**src/rtl/updown_counter_param_if.sv**
```systemverilog
// Counter control/status bundle: count controls, load value, count and flags.
// The master drives en/load/up/d; the counter (slave) returns q/tc/ovf.
interface updown_counter_param_if #(
  parameter int WIDTH = 4
);
  logic             en;
  logic             load;
  logic             up;
  logic [WIDTH-1:0] d;
  logic [WIDTH-1:0] q;
  logic             tc;
  logic             ovf;

  modport master (output en, load, up, d, input q, tc, ovf);
  modport slave  (input en, load, up, d, output q, tc, ovf);
endinterface

```
**src/rtl/updown_counter_param.sv**
```systemverilog
// Parametrised up/down counter with clamped parallel load, count enable,
// programmable modulus (MAX+1), combinational terminal count and a
// registered limit-step pulse.
// Build option: define UPDOWN_COUNTER_SAT_EN to saturate at the limits
// instead of wrapping modulo MAX+1.
module updown_counter_param #(
  parameter int               WIDTH = 4,
  parameter logic [WIDTH-1:0] MAX   = {WIDTH{1'b1}}
) (
  input  logic                   clk,
  input  logic                   rst,
  updown_counter_param_if.slave  bus
);

  logic [WIDTH-1:0] q_q, q_d;
  logic             ovf_q, ovf_d;
  logic             at_max, at_zero, limit;

  assign at_max  = (q_q == MAX);
  assign at_zero = (q_q == '0);
  // Next enabled step crosses a limit; a load suppresses it, reset does not.
  assign limit   = bus.en & ~bus.load & ((bus.up & at_max) | (~bus.up & at_zero));

  assign bus.q   = q_q;
  assign bus.tc  = limit;
  assign bus.ovf = ovf_q;

  // Next-state: load (clamped to MAX) beats count, count beats hold.
  always_comb begin
    q_d   = q_q;
    ovf_d = 1'b0;
    if (bus.load) begin
      q_d = (bus.d > MAX) ? MAX : bus.d;
    end else if (bus.en) begin
      ovf_d = limit;
      if (limit) begin
`ifdef UPDOWN_COUNTER_SAT_EN
        q_d = q_q;
`else
        q_d = bus.up ? '0 : MAX;
`endif
      end else begin
        q_d = bus.up ? q_q + 1'b1 : q_q - 1'b1;
      end
    end
  end

  // State register with synchronous reset taking priority over everything.
  always_ff @(posedge clk) begin
    if (rst) begin
      q_q   <= '0;
      ovf_q <= 1'b0;
    end else begin
      q_q   <= q_d;
      ovf_q <= ovf_d;
    end
  end

endmodule
```
**src/flat_wrapper.sv**
```systemverilog
// flat-port wrapper written by rule: the top's interface ports become plain ports
module updown_counter_param_flat 
#(
  parameter int               WIDTH = 4,
  parameter logic [WIDTH-1:0] MAX   = {WIDTH{1'b1}}
)
  (clk, rst, bus_en, bus_load, bus_up, bus_d, bus_q, bus_tc, bus_ovf);
  updown_counter_param_if #(.WIDTH(WIDTH)) bus_i ();
  input  logic clk;
  input  logic rst;
  input wire logic [$bits(bus_i.en)-1:0] bus_en;
  input wire logic [$bits(bus_i.load)-1:0] bus_load;
  input wire logic [$bits(bus_i.up)-1:0] bus_up;
  input wire logic [$bits(bus_i.d)-1:0] bus_d;
  output wire logic [$bits(bus_i.q)-1:0] bus_q;
  output wire logic [$bits(bus_i.tc)-1:0] bus_tc;
  output wire logic [$bits(bus_i.ovf)-1:0] bus_ovf;
  assign bus_i.en = bus_en;
  assign bus_i.load = bus_load;
  assign bus_i.up = bus_up;
  assign bus_i.d = bus_d;
  assign bus_q = bus_i.q;
  assign bus_tc = bus_i.tc;
  assign bus_ovf = bus_i.ovf;
  updown_counter_param #(.WIDTH(WIDTH), .MAX(MAX)) u_core (.clk(clk), .rst(rst), .bus(bus_i));
endmodule
```
**config.mk**
```make
export PLATFORM = sky130hd
export DESIGN_NAME = updown_counter_param_flat
export DESIGN_NICKNAME = d
export VERILOG_FILES = /design/src/rtl/updown_counter_param_if.sv /design/src/rtl/updown_counter_param.sv /design/src/flat_wrapper.sv
export SDC_FILE = /design/constraint.sdc
export NUM_CORES = 1
export LEC_CHECK = 0
export ABC_AREA = 1
export BUFFER_PORTS_ARGS = -buffer_cell sky130_fd_sc_hd__buf_2
export CORE_AREA = 2 2 39 41
export DETAILED_ROUTE_END_ITERATION = 16
export DIE_AREA = 0 0 41 43
export PLACE_DENSITY = 0.62
export SETUP_SLACK_MARGIN = 0.05
export SLEW_MARGIN = 15
export SYNTH_ARGS = -nofsm -noshare
export SYNTH_HDL_FRONTEND = slang
export SYNTH_SLANG_ARGS = --single-unit
```
**constraint.sdc**
```tcl
create_clock -name clk -period 3 [get_ports clk]
set_input_delay 0.3 -clock clk [delete_from_list [all_inputs] [get_ports clk]]
set_output_delay 0.3 -clock clk [all_outputs]
set_load 0.02 [all_outputs]
```
* Word level (Yosys, flattened, before mapping)
Cells that the tools add are included.
** Storage, ports and cells
- Word-level logic and storage cells :: 23
- Bits of input ports :: 9
- Register bits after elaboration :: 5
** Operators by class
- $add $sub $neg :: 2
- Order comparisons :: 1
- Bitwise operators :: 8
- Reductions and logical operators :: 3
- Multiplexer cells :: 6
- Eq/ne operators :: 1
** Operator list (count)
- 2-to-1 mux 4 bit :: 6
- adder 4 x 1 -> 4 bit, second input constant :: 1
- AND 1 bit :: 4
- == test 4 bit, second input constant :: 1
- greater-than comparator 4 bit, second input constant :: 1
- zero test 4 bit :: 1
- subtractor 4 x 1 -> 4 bit, second input constant :: 1
- NOT 1 bit :: 3
- OR reduction 3 bit :: 1
- nonzero test 2 bit :: 1
- bitwise OR 1 bit :: 1

* Longest topological paths before layout
Gate-level depths: netlist (run 1).
- Word-level depth :: 7
- Mapped depth :: 8

* Worst setup path after synthesis (run 1)
No wires, ideal clock.
- Kind :: reg-to-output
- Start :: register u_core.q_q[0] (netlist: u_core.bus.q[0])
- End :: output bus_tc
- Buffers on the path :: 0
- Arrival :: 1.076 ns
- Stages on the path, launching flop included :: 5
- Slack :: 1.624 ns
- Cell sequence :: dfxtp_1 nand2_1 o21ai_0 nand3_2 inv_1
** On the way
- Word-level cells in the longest chain between the ends :: 4
** RTL lines
- from (decl) :: RTL line updown_counter_param.sv:15 : logic [WIDTH-1:0] q_q, q_d;
- from (signal assigned) :: RTL line updown_counter_param.sv:54 : q_q <= q_d;
- == test 4 bit / zero test 4 bit (equally long branches) :: RTL line updown_counter_param.sv:19, updown_counter_param.sv:20
- AND 1 bit :: RTL line updown_counter_param.sv:22 : assign limit = bus.en & ~bus.load & ((bus.up & at_max) | (~bus.up & at_zero));
- bitwise OR 1 bit * :: RTL line updown_counter_param.sv:22
- AND 1 bit * :: RTL line updown_counter_param.sv:22
- to (decl) :: RTL line flat_wrapper.sv:16 : output wire logic [$bits(bus_i.tc)-1:0] bus_tc;
Every way passes the cells marked *; elsewhere a longest branch is shown, timed or not.

* Worst setup path in the final report (run 1)
- Start :: register u_core.q_q[1] (netlist: u_core.bus.q[1])
- End :: output bus_tc
The elaborated chain is that of the path after synthesis.

==> results.rst, run 1 <==
.. list-table::
   :header-rows: 1

   * - Metric
     - Value
   * - Post-synthesis cell area
     - 370 um2
   * - Category of the worst setup path capture point
     - output port
   * - Run status
     - complete, no violations
   * - CTS Sinks
     - 5
   * - Post-CTS Setup Inserts
     - 0
   * - Power density normalized to cell area
     - 449 nW/um2
   * - Fraction of synthesis flops using an asynchronous set or reset pin
     - 0
   * - Count of vias placed by the detailed router
     - 392
   * - Number of maximum-capacitance constraint violations
     - 0
   * - Global routing met1 resource utilization
     - 0.146
   * - GR Util All Layers
     - 0.0987
   * - Highest-utilization routing layer at the global route stage
     - met2
   * - Relative slew slack
     - 0.791
   * - Most common library cells after synthesis
     - nand2_1, inv_1, nor2_1, dfxtp_1, a21oi_1
   * - Data required time of the critical path
     - 2.70 ns
   * - Post-DP Area
     - 460 um2
   * - Distinct cell type count after synthesis
     - 16
   * - Portion of netlist area occupied by mux cells
     - 0
   * - Number of cell rows
     - 14
   * - Largest stage delay, worst path
     - 0.44 ns
   * - Crit start category
     - flop
   * - Avg Inst Size Synth
     - 7.12 um2
   * - Final Hold Fails
     - 0
   * - Via density
     - 4.56
   * - Ratio of cells with drive above 1 in the final layout
     - 0.286
   * - Clock latency on the worst-skew pair
     - 0.23 ns
   * - Type of the worst min-delay path
     - input port to flop
   * - Maximum level of the CTS H-tree
     - 1
   * - Met3 layer usage reported by global route
     - 0.0157
   * - Sum of negative setup slack
     - 0 ns
   * - HPWL after detailed placement
     - 659 um
   * - Number of buffers on the longest clock path
     - 2
   * - Gr ovfl total
     - 0
   * - DR iter-0 viols
     - 11
   * - Critical Path, Cell by Cell
     - nand2_1 -> o21ai_0 -> nand3_2 -> inv_1 -> buf_2
   * - Die boundary height
     - 43 um
   * - Routed wire per std cell
     - 9.30 um
   * - Dominant cell by count in the synthesized netlist
     - nand2_1
   * - Xor/xnor cell area share of the yosys netlist
     - 0.0709
   * - Slew Limit Fails
     - 0
   * - Lkg Pwr
     - 0.260 nW
   * - Total of endpoints with negative setup slack in the final report
     - 0
   * - Kind of critical path
     - flop to output port
   * - Period utilisation layout
     - 0.560
   * - Via count of the first global-routing pass
     - 314
   * - Fill cells
     - 152
   * - Nets in the synthesized netlist
     - 64
   * - Synth Flop Type
     - dfxtp_1
   * - Minimum period implied by the final worst setup slack
     - 1.68 ns
   * - Buffer type at the clock tree root
     - clkbuf_4
   * - Weighted congestion at the end of routability-driven global placement
     - 0.731
   * - Worst slew pin tran
     - 0.312 ns
   * - I/O Pins
     - 15
   * - Antenna violations before repair
     - 0
   * - Compound-gate portion of the synthesized area
     - 0.152
   * - Pin count of the biggest net entering global routing
     - 9
   * - Placed cell count
     - 82
   * - Leading post-synthesis cells by cell area
     - dfxtp_1, nand2_1, ha_1
   * - Count of cells resized by post-cts repair
     - 0
   * - Count of input and output buffers
     - 14
   * - DR pass1 iterations
     - 4
   * - Non-filler cells, final
     - 86
   * - Area added between synthesis and finish
     - 31.4%
   * - Portion of the post-synthesis area used by sequential elements
     - 0.270
   * - Dominant cell type by area after synthesis
     - dfxtp_1
   * - Critical-path top delay cell
     - dfxtp_1
   * - Flops & latches, synth
     - 5
   * - Hold-fix buffers at CTS
     - 0
   * - Worst clock skew
     - 0.000777 ns
   * - Worst supply voltage drop on vdd
     - 276 uV
   * - Number of flops mapped to enable cells by yosys
     - 0
   * - Sequential cell area
     - 100 um2
   * - Simple logic cell fraction of the synthesized area
     - 0.324
   * - Overall routed net length
     - 800 um
   * - N_diodes
     - 0
   * - Area share of fa/ha/maj cells after synthesis
     - 0.122
   * - TritonCTS clock tree
     - done
   * - Die outline area
     - 1760 um2
   * - Share of the synthesized area in the top cell type
     - 0.270
   * - Placeable core region
     - 1380 um2
   * - Area of all placed cells without fillers
     - 487 um2
   * - Unrepaired setup endpoints after global routing
     - no
   * - Number of buffers created by CTS
     - 3
   * - Footprint of the multi-input gates
     - 248 um2
   * - Wire length of the first global-routing pass
     - 1250 um
   * - Grt met2 use
     - 0.147
   * - X dimension of the die
     - 41 um
   * - Data arrival time of the critical path
     - 1.38 ns
   * - Overall power consumption
     - 0.219 mW
   * - Clock input transition at the sequential cells of the worst setup and hold paths
     - 0.04 ns
   * - Largest family of logic cells by synthesized area
     - simple AND/OR/NAND/NOR gates
   * - Final net count
     - 83
   * - Top fanout value on the critical path
     - 6
   * - Cell count after synthesis
     - 52
   * - Synth warnings
     - 0
   * - Effective utilization at floorplan
     - 0.268
   * - Antenna Nets Post-Route
     - 0
   * - Final routed DRC violation total
     - 0
   * - Timing-limited maximum frequency
     - 596 MHz
path summary, 6_finish.rpt:
check,end,depth (start not counted),slack (ns),startpoint
setup / recovery,bus_tc,5,1.32,u_core.bus.q[1]
hold / removal,u_core.bus.q[2],2,0.28,rst
setup reg to reg,u_core.bus.q[3],6,1.69,u_core.bus.q[2]
hold reg to reg,u_core.bus.q[2],2,0.53,u_core.bus.q[2]
report_power, final:
part | internal (mW) | switching [mW]
Sequential | 0.0723 | 0.00839
Combinational | 0.0263 | 0.0367
Clock | 0.0501 | 0.0249
cells in the final DEF (no fill, tap or decap):
master    synthesis  final
clkbuf_4          0      3
a31oi_1           1      1
a22oi_1           2      2
nand4_2           1      1
xor2_1            2      2
buf_2             0     14
inv_1             6      6
nand2_1          13     13
dfxtp_1           5      5
xnor2_1           1      1
ha_1              2      2
o21ai_0           3      3
fa_1              1      1
nand3_2           1      1
nor2_4            1      1
nand3_1           3      3
nor2_1            6      6
a21oi_1           4      4
clkbuf_1          0      1
logic make-up (layout without fill, tap and decap cells):
| logic type | count (synthesis) | count (layout) |
|---|---|---|
| compound gates | 10 | 10 |
| xor+xnor | 3 | 3 |
| fa+ha+maj | 3 | 3 |
| buf+inv | 6 | 24 |
| flops | 5 | 5 |
| simple gates | 25 | 25 |
sequential cells by signal, summed over array words and instances, names as in the netlist:
signal	count
u_core.bus.ovf	1
u_core.bus.q	4
worst max-delay path: cells and delay by family, from the launching register on:
kind,cells,cell delay (ns)
AO/OA/AOI/OAI,1,0.23
buffers and inverters,2,0.23
AND/OR/NAND/NOR,2,0.24
flip-flops,1,0.44
routing by layer:
layer  share of wire  wire length [um]  vias to the layer above
li1                -                 -                      207
met4               0                 0                        0
met3           0.058                46                        0
met5               0                 0                        -
met2            0.49               390                       10
met1            0.45               363                      175
stage by stage:
step	setup slack (ns)	util	hold slack, ns
floorplan	1.62	-	0.369
global placement	1.54	0.333	0.532
detailed placement	1.51	0.333	0.529
CTS	1.29	0.352	0.285
global route	1.15	0.352	0.299
finish	1.32	0.352	0.284
final cells by class:
class / count / share of cell area
inverters: 6 / 0.0463
repair buffers: 14 / 0.144
flip-flops and latches: 5 / 0.206
multi-input cells: 41 / 0.509
clock buffers: 4 / 0.0540
well taps: 16 / 0.0411
No activity file was read; power rests on OpenSTA's default activity.
==> inputs of run 2 (changes only) <==
==> constraint.sdc (replaced) <==
create_clock -name clk -period 1.7 [get_ports clk]
set_input_delay 0.17 -clock clk [delete_from_list [all_inputs] [get_ports clk]]
set_output_delay 0.17 -clock clk [all_outputs]
set_load 0.02 [all_outputs]
==> run 2 against run 1 <==
Core utilization rose by 0.18 points. Sequential power is 79% higher. Die area stayed put. Critical endpoint unchanged. Total power is 78% higher. Global-route usage is 2.0 points higher. Clock power rose by 79%. Hold slack worse by 0.14 ns. Worst setup slack worse by 1.1 ns. Largest power group unchanged. Register-to-register slack worse by 1.3 ns. Critical path depth rose by 1. Non-clock buffer count did not move. Critical path type unchanged. First-iteration DRC count is 55% lower. Highest routed layer unchanged.
==> results.rst, run 2 (synthesis results as in run 1) <==
.. list-table::
   :header-rows: 1

   * - Metric
     - Value
   * - Area added between synthesis and finish
     - 32.1%
   * - Data arrival time of the critical path
     - 1.26 ns
   * - Startpoint of the worst-slack reg-to-reg timing path
     - u_core.bus.q[2]
   * - Gr ovfl total
     - 0
   * - Worst Reg2Reg Path Length in Cells
     - 6
   * - X dimension of the die
     - 41 um
   * - Post-CTS Setup Inserts
     - 0
   * - Crit start category
     - flop
   * - Critical Path, Cell by Cell
     - nor2_1 -> nand2_1 -> nand2_1 -> nand3_2 -> inv_1 -> buf_2
   * - Kind of critical path
     - flop to output port
   * - Endpoint of the worst-slack reg-to-reg timing path
     - u_core.bus.q[3]
   * - Flop-to-flop setup slack
     - 0.36 ns
   * - Count of input and output buffers
     - 14
   * - Overall power consumption
     - 0.390 mW
   * - Number of cell rows
     - 14
   * - Minimum period implied by the final worst setup slack
     - 1.43 ns
   * - Hold path startpoint
     - rst
   * - Worst clock skew
     - 0.00143 ns
   * - Hold path endpoint
     - u_core.bus.q[0]
   * - Number of maximum-capacitance constraint violations
     - 0
   * - Largest stage delay, worst path
     - 0.35 ns
   * - I/O Pins
     - 15
   * - Worst slew pin tran
     - 0.313 ns
   * - Top metal layer carrying routed signals
     - met3
   * - Overall routed net length
     - 850 um
   * - N_diodes
     - 0
   * - DR pass1 iterations
     - 4
   * - Period utilisation layout
     - 0.841
   * - Via count of the first global-routing pass
     - 359
   * - Final net count
     - 83
   * - TritonCTS clock tree
     - done
   * - Wire length of the first global-routing pass
     - 1440 um
   * - Unrepaired setup endpoints after global routing
     - no
   * - HPWL after detailed placement
     - 673 um
   * - Final Hold Fails
     - 0
   * - Total of endpoints with negative setup slack in the final report
     - 0
   * - Maximum level of the CTS H-tree
     - 1
   * - Sum of negative setup slack
     - 0 ns
   * - Die boundary height
     - 43 um
   * - Hold-fix buffers at CTS
     - 0
   * - Final routed DRC violation total
     - 0
   * - Top fanout value on the critical path
     - 5
   * - Relative slew slack
     - 0.791
   * - CTS Sinks
     - 5
   * - Routed wire length on met2
     - 451 um
   * - Clock latency on the worst-skew pair
     - 0.24 ns
   * - Pin count of the biggest net entering global routing
     - 9
   * - Commonest cells after routing, fill and taps aside
     - buf_2, nand2_1, nor2_1, inv_1, a21oi_1
   * - Type of the worst min-delay path
     - input port to flop
   * - Number of buffers created by CTS
     - 3
   * - Via density
     - 4.59
   * - Placeable core region
     - 1380 um2
   * - Critical-path top delay cell
     - dfxtp_1
   * - Weighted congestion at the end of routability-driven global placement
     - 0.724
   * - Effective utilization at floorplan
     - 0.268
   * - Power density normalized to cell area
     - 797 nW/um2
   * - Number of buffers on the longest clock path
     - 2
   * - Lkg Pwr
     - 0.260 nW
   * - Ratio of cells with drive above 1 in the final layout
     - 0.314
   * - Antenna violations before repair
     - 0
   * - Fill cells
     - 161
   * - Count of vias placed by the detailed router
     - 395
   * - Buffer type at the clock tree root
     - clkbuf_4
   * - Timing-limited maximum frequency
     - 700 MHz
   * - Most common cell after layout, fill and taps aside
     - buf_2
   * - Antenna Nets Post-Route
     - 0
   * - Max reg flops
     - 4
   * - Routed wire per std cell
     - 9.88 um
   * - Die outline area
     - 1760 um2
   * - Worst supply voltage drop on vdd
     - 378 uV
   * - Met1 Routed Length
     - 358 um
   * - DR iter-0 viols
     - 5
   * - Hold depth
     - 2
   * - Run status
     - complete, no violations
   * - Clock input transition at the sequential cells of the worst setup and hold paths
     - 0.04 ns
   * - GR Util All Layers
     - 0.119
   * - Category of the worst setup path capture point
     - output port
   * - Routed length on met3
     - 40 um
   * - Data required time of the critical path
     - 1.53 ns
   * - Slew Limit Fails
     - 0
   * - Count of cells resized by post-cts repair
     - 0
   * - Dominant cell type by count on the critical path
     - nand2_1
## run 2: worst max-delay path by stage
stage	from	end	slack, ns
floorplan	u_core.bus.q[2]	u_core.bus.q[3]	0.37
global placement	bus_up	u_core.bus.q[3]	0.36
detailed placement	bus_up	u_core.bus.q[3]	0.31
CTS	u_core.bus.q[1]	bus_tc	0.11
global route	u_core.bus.q[3]	bus_tc	0.10
finish	u_core.bus.q[2]	bus_tc	0.27
## run 2: worst max-delay path: cells and delay by family (launching register included)
family | cells | cell delay, ns
buffers and inverters | 2 | 0.22
and+or+nand+nor | 4 | 0.44
DFF | 1 | 0.35
## run 2: cell type report
| cell class | count | area [um2] | area share |
|---|---|---|---|
| multi-input combinational | 41 | 248 | 0.506 |
| sequential | 5 | 103 | 0.210 |
| timing repair buffer | 14 | 70.1 | 0.143 |
| clock buffer | 4 | 26.3 | 0.0537 |
| inverter | 6 | 22.5 | 0.0460 |
| tap | 16 | 20.0 | 0.0409 |
## run 2: power breakdown
group          internal, mW  total, mW  leakage [nW]  switching, mW
Combinational        0.0465      0.112         0.204         0.0655
Clock                0.0885      0.134        0.0150         0.0451
Sequential            0.128      0.144        0.0419         0.0160
Total                 0.263      0.390         0.260          0.127
## run 2: per-layer routing
| metal | global-route usage | up-vias |
|---|---|---|
| met2 | 0.175 | 8 |
| met5 | 0 | - |
| li1 | - | 210 |
| met4 | 0.0600 | 0 |
| met3 | 0.0157 | 0 |
| met1 | 0.162 | 177 |
## run 2: through the flow
| step | worst slack (ns) | cell area (um2) | utilization | hold WS [ns] | cells |
|---|---|---|---|---|---|
| finish | 0.271 | 489 | 0.354 | 0.145 | 86 |
| global route | 0.104 | 489 | 0.354 | 0.142 | 86 |
| CTS | 0.111 | 487 | 0.352 | 0.146 | 86 |
| detailed placement | 0.312 | 460 | 0.333 | 0.398 | 82 |
| global placement | 0.359 | 460 | 0.333 | 0.399 | 82 |
| floorplan | 0.368 | 370 | - | 0.239 | 52 |
==> inputs of run 3 (changes only) <==
==> constraint.sdc (replaced) <==
create_clock -name clk -period 1.5 [get_ports clk]
set_input_delay 0.15 -clock clk [delete_from_list [all_inputs] [get_ports clk]]
set_output_delay 0.15 -clock clk [all_outputs]
set_load 0.02 [all_outputs]
==> run 3 against run 2 <==
Flip-flop and latch count unchanged. Global-route usage increased by 0.18 points. Clock skew is 0.0052 ns higher. First-iteration DRC count shrank 20%. Worst setup slack got worse by 0.14 ns. Clock-buffer cell count did not move. Final cell count increased by 2.3%. Critical path depth is 1 lower. Largest power group unchanged.
==> results.rst, run 3 (synthesis results as in run 1) <==
.. list-table::
   :header-rows: 1

   * - Metric
     - Value
   * - Buffer type at the clock tree root
     - clkbuf_4
   * - Internal power summed over all cells
     - 0.304 mW
   * - Antenna Nets Post-Route
     - 0
   * - Weighted congestion at the end of routability-driven global placement
     - 0.745
   * - N_diodes
     - 0
   * - Power spent charging and discharging nets
     - 0.157 mW
   * - Maximum level of the CTS H-tree
     - 1
   * - Footprint of the multi-input gates
     - 250 um2
   * - Share of total power in the clock network
     - 0.358
   * - Combinational share of power
     - 0.286
   * - Number of buffers on the longest clock path
     - 2
   * - Run status
     - complete, no violations
   * - CTS Sinks
     - 5
   * - Largest stage delay, worst path
     - 0.40 ns
   * - Data required time of the critical path
     - 1.35 ns
   * - Die outline area
     - 1760 um2
   * - Crit start category
     - flop
   * - Antenna violations before repair
     - 0
   * - Overall routed net length
     - 884 um
   * - Worst slew pin tran
     - 0.319 ns
   * - DR iter-0 viols
     - 4
   * - Unrepaired setup endpoints after global routing
     - no
   * - Area of all placed cells without fillers
     - 509 um2
   * - Final Hold Fails
     - 0
   * - DR pass1 iterations
     - 4
   * - X dimension of the die
     - 41 um
   * - Power density normalized to cell area
     - 907 nW/um2
   * - Gr ovfl total
     - 0
   * - Sum of negative setup slack
     - 0 ns
   * - Number of buffers created by CTS
     - 3
   * - Fraction of the core area covered by cells at the end of the flow
     - 0.368
   * - I/O Pins
     - 15
   * - Sequential cell area
     - 105 um2
   * - Relative slew slack
     - 0.787
   * - Via density
     - 4.65
   * - Pin count of the biggest net entering global routing
     - 9
   * - Count of input and output buffers
     - 14
   * - Clock input transition at the sequential cells of the worst setup and hold paths
     - 0.05 ns
   * - Top fanout value on the critical path
     - 7
   * - Hold-fix buffers at CTS
     - 0
   * - Commonest cells after routing, fill and taps aside
     - buf_2, nand2_1, inv_1, nor2_1
   * - Total of endpoints with negative setup slack in the final report
     - 0
   * - Placed cell count
     - 82
   * - Critical-path top delay cell
     - dfxtp_2
   * - Kind of critical path
     - flop to output port
   * - Kind of cell adding the most delay to the critical path
     - flip-flops
   * - Timing-limited maximum frequency
     - 729 MHz
   * - Switching share of total power
     - 0.341
   * - Post-DP Area
     - 460 um2
   * - Number of cell rows
     - 14
   * - Part of the power in registers
     - 0.356
   * - Worst clock skew
     - 0.00668 ns
   * - Effective utilization at floorplan
     - 0.268
   * - Period utilisation layout
     - 0.914
   * - Data arrival time of the critical path
     - 1.22 ns
   * - Wire length of the first global-routing pass
     - 1410 um
   * - Critical Path, Cell by Cell
     - nand2_1 -> o21ai_1 -> nand3_2 -> inv_1 -> buf_2
   * - Final net count
     - 85
   * - Type of the worst min-delay path
     - input port to flop
   * - Minimum period implied by the final worst setup slack
     - 1.37 ns
   * - Category of the worst setup path capture point
     - output port
   * - Die boundary height
     - 43 um
   * - HPWL after detailed placement
     - 672 um
   * - Lkg Pwr
     - 0.270 nW
   * - Non-filler cells, final
     - 88
   * - Routed wire per std cell
     - 10.0 um
   * - Max reg flops
     - 4
   * - Buffers & Inverters on Critical Path
     - 2
   * - Area added between synthesis and finish
     - 37.5%
   * - Final routed DRC violation total
     - 0
   * - Most common cell after layout, fill and taps aside
     - buf_2
   * - Slew Limit Fails
     - 0
   * - Ratio of cells with drive above 1 in the final layout
     - 0.375
   * - GR Util All Layers
     - 0.121
   * - Number of maximum-capacitance constraint violations
     - 0
   * - Count of vias placed by the detailed router
     - 409
   * - Fill cells
     - 161
   * - Placeable core region
     - 1380 um2
   * - Via count of the first global-routing pass
     - 337
   * - Clock latency on the worst-skew pair
     - 0.25 ns
   * - TritonCTS clock tree
     - done
   * - Worst supply voltage drop on vdd
     - 315 uV
run 3: cell count changes in the layout (fill, tap and decap cells not counted):
cell	before	now
buf_4	0	2
dfxtp_1	3	1
dfxtp_2	2	4
nor2_1	6	5
nor2_2	0	1
run 3: area by class of cell:
| type | count | share of cell area |
|---|---|---|
| Timing Repair Buffer | 16 | 0.167 |
| Multi-Input combinational cell | 41 | 0.491 |
| Inverter | 6 | 0.0442 |
| Clock buffer | 4 | 0.0516 |
| Sequential cell | 5 | 0.206 |
| Tap cell | 16 | 0.0393 |
run 3: repair_timing:
action	CTS	global route
hold endpoints to repair	0	0
pin swaps	0	1
resized for setup	4	2
endpoints found under the setup margin	1	1
buffers inserted	0	2
run 3: worst paths after layout:
| kind | start | endpoint | slack [ns] | cells after the start |
|---|---|---|---|---|
| setup / recovery | u_core.bus.q[0] | bus_tc | 0.13 | 5 |
| hold / removal | rst | u_core.bus.q[3] | 0.12 | 2 |
| setup reg to reg | u_core.bus.q[0] | u_core.bus.q[2] | 0.20 | 6 |
| hold reg to reg | u_core.bus.q[2] | u_core.bus.q[2] | 0.52 | 2 |
run 3: power groups by stage:
stage	Sequential (mW)	Combinational, mW	Clock, mW
final	0.165	0.132	0.165
after global routing	0.167	0.149	0.177
after detailed placement	0.164	0.128	0
after global placement	0.164	0.127	0
after floorplan	0.174	0.0758	0
after CTS	0.164	0.130	0.170
run 3: routing by layer:
layer  up-vias  share of wire  global-route usage
met1       184           0.43               0.152
met4         0          0.020              0.0800
met2         9           0.50               0.172
met3         3          0.041              0.0314
met5         -              0                   0
li1        213              -                   -
run 3: stage by stage:
| step | power (mW) | hold WS, ns | setup WS, ns |
|---|---|---|---|
| after CTS | 0.464 | 0.118 | 0.0515 |
| after global routing | 0.493 | 0.119 | 0.0477 |
| after global placement | 0.291 | 0.389 | 0.154 |
| after floorplan | 0.250 | 0.219 | 0.168 |
| after detailed placement | 0.292 | 0.392 | 0.147 |
| final | 0.462 | 0.119 | 0.129 |
